File: src/rtl/pwm.sv
// Fixed-ratio PWM generator: about 50% duty with the extra odd cycle spent high.
// The period is latched at each period start, and the output is registered.
module pwm #(
  parameter int unsigned CLK_PERIOD = 20,
  parameter int unsigned WIDTH      = 8
) (
  input  logic             clk,
  input  logic             rst,
  input  logic             enable,
  input  logic [WIDTH-1:0] pwm_period,
  output logic             out
);

  localparam logic [0:0] StIdle = 1'b0;
  localparam logic [0:0] StRun  = 1'b1;

  localparam logic [WIDTH-1:0] One = {{(WIDTH-1){1'b0}}, 1'b1};

  // Elaboration-time sanity checks on the parameters.
  if (CLK_PERIOD == 0) begin : g_bad_clk_period
    $error("pwm: CLK_PERIOD must be nonzero");
  end
  if (WIDTH < 2) begin : g_bad_width
    $error("pwm: WIDTH must be at least 2");
  end

  logic [0:0]       state_q, state_d;
  logic [WIDTH-1:0] cnt_q, cnt_d;
  logic [WIDTH-1:0] per_q, per_d;
  logic             out_q, out_d;

  logic [WIDTH-1:0] high_cur;
  logic [WIDTH-1:0] high_new;
  logic [WIDTH-1:0] cnt_inc;
  logic             wrap;

  // The high time is ceil(P/2). Writing it as P - floor(P/2) keeps it within WIDTH bits.
  assign high_cur = per_q - (per_q >> 1);
  assign high_new = pwm_period - (pwm_period >> 1);

  // The increment is used only when cnt_q < per_q - 1, so it cannot overflow.
  assign cnt_inc  = cnt_q + One;

  // With P == 0, every cycle counts as a period end, so the period input is re-sampled each cycle.
  assign wrap     = (per_q == '0) || (cnt_q == per_q - One);

  always_comb begin
    state_d = state_q;
    cnt_d   = cnt_q;
    per_d   = per_q;
    out_d   = out_q;

    if (!enable) begin
      state_d = StIdle;
      cnt_d   = '0;
      out_d   = 1'b0;
    end else begin
      case (state_q)
        StIdle: begin
          state_d = StRun;
          cnt_d   = '0;
          per_d   = pwm_period;
          out_d   = (high_new != '0);
        end
        StRun: begin
          if (wrap) begin
            cnt_d = '0;
            per_d = pwm_period;
            out_d = (high_new != '0);
          end else begin
            cnt_d = cnt_inc;
            out_d = (cnt_inc < high_cur);
          end
        end
        default: begin
          state_d = StIdle;
          cnt_d   = '0;
          out_d   = 1'b0;
        end
      endcase
    end
  end

  always_ff @(posedge clk) begin
    if (rst) begin
      state_q <= StIdle;
      cnt_q   <= '0;
      per_q   <= '0;
      out_q   <= 1'b0;
    end else begin
      state_q <= state_d;
      cnt_q   <= cnt_d;
      per_q   <= per_d;
      out_q   <= out_d;
    end
  end

  assign out = out_q;

endmodule

File: config.mk
export PLATFORM = sky130hd
export DESIGN_NAME = pwm
export DESIGN_NICKNAME = d
export VERILOG_FILES = /design/src/rtl/pwm.sv
export SDC_FILE = /design/constraint.sdc
export NUM_CORES = 1
export LEC_CHECK = 0
export BUFFER_PORTS_ARGS = -buffer_cell sky130_fd_sc_hd__buf_4
export CORE_ASPECT_RATIO = 0.7
export CORE_MARGIN = 2
export CORE_UTILIZATION = 35
export CTS_CLUSTER_DIAMETER = 60
export CTS_CLUSTER_SIZE = 12
export DETAILED_ROUTE_END_ITERATION = 10
export PLACE_DENSITY = 0.55
export SYNTH_ARGS = -nofsm -noshare
export SYNTH_HDL_FRONTEND = slang
export SYNTH_SLANG_ARGS = --single-unit
export TNS_END_PERCENT = 5
File: constraint.sdc
create_clock -name clk -period 3 [get_ports clk]
set_clock_uncertainty 0.1 [all_clocks]
set_input_delay 0.15 -clock clk [delete_from_list [all_inputs] [get_ports clk]]
set_output_delay 0.15 -clock clk [all_outputs]
set_load 0.05 [all_outputs]
==> flow_metrics.env <==
export IMPL_reg2regPathDepth=14
export IMPL_synth_top_family_by_area="adder cells"
export IMPL_rows=21
export IMPL_syn_area_sq_um=1809
export IMPL_start_util=0.3702
export IMPL_crit_buf_inv=2
export IMPL_nNetsFinal=264
export IMPL_cpPeakStageDelay_ps=390
export IMPL_p_leak_nw=0.9433
export IMPL_min_path_type="input port to flip-flop"
export IMPL_setup_slack_ps=177.7
export IMPL_yosys_warnings=0
export IMPL_vias_per_cell=4.864
export IMPL_slew_viol_final=0
export IMPL_portBuffers=11
export IMPL_fmax_mhz=354.3
export IMPL_drive_gt1_frac=0.1789
export IMPL_tns_ps=0
export IMPL_hold_viol_final=0
export IMPL_arrival_ps=2880
export IMPL_rsz0062_at_grt="false"
export IMPL_grt_pass1_vias=1271
export IMPL_design_area_sq_um=2034
export IMPL_cts_sinks=18
export IMPL_power_density_nw_per_um2=377.7
export IMPL_syn_nets=249
export IMPL_grt_max_degree=18
export IMPL_seq_area_frac_synth=0.1992
export IMPL_grt_use_total=0.1456
export IMPL_worst_setup_path_start_kind="flip-flop"
export IMPL_cts_buffer_depth=2
export IMPL_irDropWorstVdd_mv=0.1470
export IMPL_synth_xor_area_frac=0.1286
export IMPL_final_util=0.4163
export IMPL_synth_cell_types=40
export IMPL_drc=0
export IMPL_path_class="flip-flop to flip-flop"
export IMPL_fillers=502
export IMPL_antennaDiodeCount=0
export IMPL_crit_path_end_kind="flip-flop"
export IMPL_areaGrowthSynthToFinish_pct=12.45
export IMPL_wl_per_cell_um=13.74
export IMPL_cts_buffers=3
export IMPL_max_slew_worst_pin_slew_ps=702.9
export IMPL_htree_levels=1
export IMPL_crit_family="compound AO/OA/AOI/OAI gates"
export IMPL_synthAdderAreaFrac=0.2393
export IMPL_drv_cap=0
export IMPL_post_place_ws_ps=117.7
export IMPL_cp_depth=14
export IMPL_ctsHoldBuffers=0
export IMPL_grt_pass1_wl_mm=6.568
export IMPL_synthCells=204
export IMPL_die_w_um=89.94
export IMPL_die_h_um=64.16
export IMPL_synth_ff_type="dfxtp_1"
export IMPL_relSlewSlack=0.5299
export IMPL_synth_compound_area_share=0.2061
export IMPL_dr_pass1_iters=4
export IMPL_placed_area_sq_um=1974
export IMPL_outcome="finished clean"
export IMPL_place_congestion=0.8079
export IMPL_synth_simple_area_share=0.1604
export IMPL_synth_mux_area_frac=0
export IMPL_finalCritPeriodShare=0.9408
export IMPL_ys_seq_elements=18
export IMPL_syn_area_per_cell_sq_um=8.869
export IMPL_async_flop_share=0
export IMPL_core_area_sq_um=4887
export IMPL_die_area_sq_um=5770
export IMPL_hpwl_mm=3.242
export IMPL_overflow=0
export IMPL_clk_latency_ps=260
export IMPL_ios=12
export IMPL_holdPathStages=3
export IMPL_cp_data_required_time_ps=3050
export IMPL_ant_nets=0
export IMPL_clk_pin_slew_ps=70
export IMPL_crit_chain="inv_1 -> ha_1 -> inv_1 -> fa_1 -> a21o_1 -> a21oi_2 -> o21ba_2 -> o21bai_1 -> xor2_1 -> ha_1 -> a21o_1 -> a21oi_1 -> o2111ai_1 -> o41ai_1"
export IMPL_cts_root_buffer="clkbuf_8"
export IMPL_finalSetupViolCount=0
export IMPL_fin_crit_ps=2822
export IMPL_cp_slowest_cell="fa_1"
export IMPL_first_iter_violations=53
export IMPL_routed_via_count=1396
export IMPL_crit_fanout=4
export IMPL_postRouteWirelength_mm=3.942
export IMPL_synth_edf_count=0
export IMPL_antenna_found_initial=0
export IMPL_cts_tree="done"
[layer usage]
layer | GRT usage | part of all wire | vias up | wire length (um)
met1 | 0.2437 | 0.61 | 638 | 2409
met4 | 0.02308 | 0.0046 | 0 | 18
met5 | 0 | 0 | - | 0
met3 | 0.03184 | 0.033 | 2 | 131
li1 | - | - | 744 | -
met2 | 0.1828 | 0.35 | 12 | 1383
[kinds of logic (layout without fill, tap and decap cells)]
family          after synthesis  in the layout
simple gates                 54             54
compound gates               45             45
fa+ha+maj                    34             34
buf+inv                      28             42
xor+xnor                     25             25
flops                        18             18
[cell usage in the layout, fill, tap and decap left out, drive strengths merged]
master,instances
o41ai,9
o31ai,1
o21a,2
nand2b,4
buf,15
a221oi,1
a21oi,5
o2111ai,2
o21bai,3
dfxtp,18
xor2,8
nand3,5
nor2,16
a21boi,1
inv,22
xnor2,16
ha,33
nand3b,2
clkinv,1
a21o,4
nand4,3
xnor3,1
a211o,1
fa,1
o21ba,1
nand2,6
or3,2
or4,2
a31oi,2
clkbuf,4
and3,8
o21ai,11
o221ai,1
nor2b,6
a211oi,1
[final timing paths]
| kind | from | to | slack [ps] |
|---|---|---|---|
| max reg2reg | per_q[0]$_SDFFE_PP0P_ | out$_SDFF_PP0_ | 180 |
| max | per_q[0]$_SDFFE_PP0P_ | out$_SDFF_PP0_ | 180 |
| min | enable | per_q[1]$_SDFFE_PP0P_ | 70 |
| min reg2reg | per_q[1]$_SDFFE_PP0P_ | per_q[1]$_SDFFE_PP0P_ | 420 |
[through the flow]
stage	cells	hold slack, ps	power (W)
global placement	283	357.0	0.0005650
finish	287	67.51	0.0007683
CTS	287	69.78	0.0007735
detailed placement	283	345.6	0.0005655
global route	287	71.02	0.0008263
floorplan	204	210.8	0.0004912
[tightest hold or removal path, stage by stage]
cell and delay (ps):
buf_4 110, nand3b_1 70, a21oi_1 50
[power breakdown]
group          internal, W  total, W  switching (W)
clock             0.000117  0.000204      0.0000870
combinational     0.000138  0.000306       0.000169
sequential        0.000249  0.000258     0.00000943
[synth_stat cells (all sizes together), types with 2 or more instances]
| cell type | count | area share |
|---|---|---|
| nand2b | 4 | 0.014 |
| o21ai | 11 | 0.039 |
| o21a | 2 | 0.0083 |
| ha | 33 | 0.23 |
| a21oi | 5 | 0.014 |
| clkbuf | 3 | 0.0062 |
| o41ai | 9 | 0.060 |
| or4 | 2 | 0.0083 |
| a21o | 4 | 0.017 |
| buf | 2 | 0.012 |
| nand3 | 5 | 0.014 |
| or3 | 2 | 0.0069 |
| inv | 22 | 0.046 |
| nand2 | 6 | 0.012 |
| a31oi | 2 | 0.010 |
| xnor2 | 16 | 0.077 |
| xor2 | 8 | 0.039 |
| o21bai | 3 | 0.012 |
| nor2 | 16 | 0.033 |
| nor2b | 6 | 0.021 |
| and3 | 8 | 0.033 |
| dfxtp | 18 | 0.20 |
| nand4 | 3 | 0.010 |
| nand3b | 2 | 0.0083 |
| o2111ai | 2 | 0.0097 |
[flip-flops by register name, summed over array words and instances (netlist names)]
| signal | count |
|---|---|
| cnt_q | 8 |
| per_q | 8 |
| state_q | 1 |
| out | 1 |
[cell type report]
type                            instances  area (sq um)  area share
Multi-Input combinational cell        158          1333      0.6550
Clock buffer                            4         55.05     0.02706
Inverter                               23         86.33     0.04244
Tap cell                               69         86.33     0.04244
Sequential cell                        18         361.6      0.1777
Timing Repair Buffer                   15         112.6     0.05535
[timing repair]
action / CTS / global route
hold endpoints to repair: 0 / 0
gates resized for setup: 0 / 2
endpoints found under the setup margin: 0 / 1
buffers inserted: 0 / 0
Power figures use the tool's default switching activity.
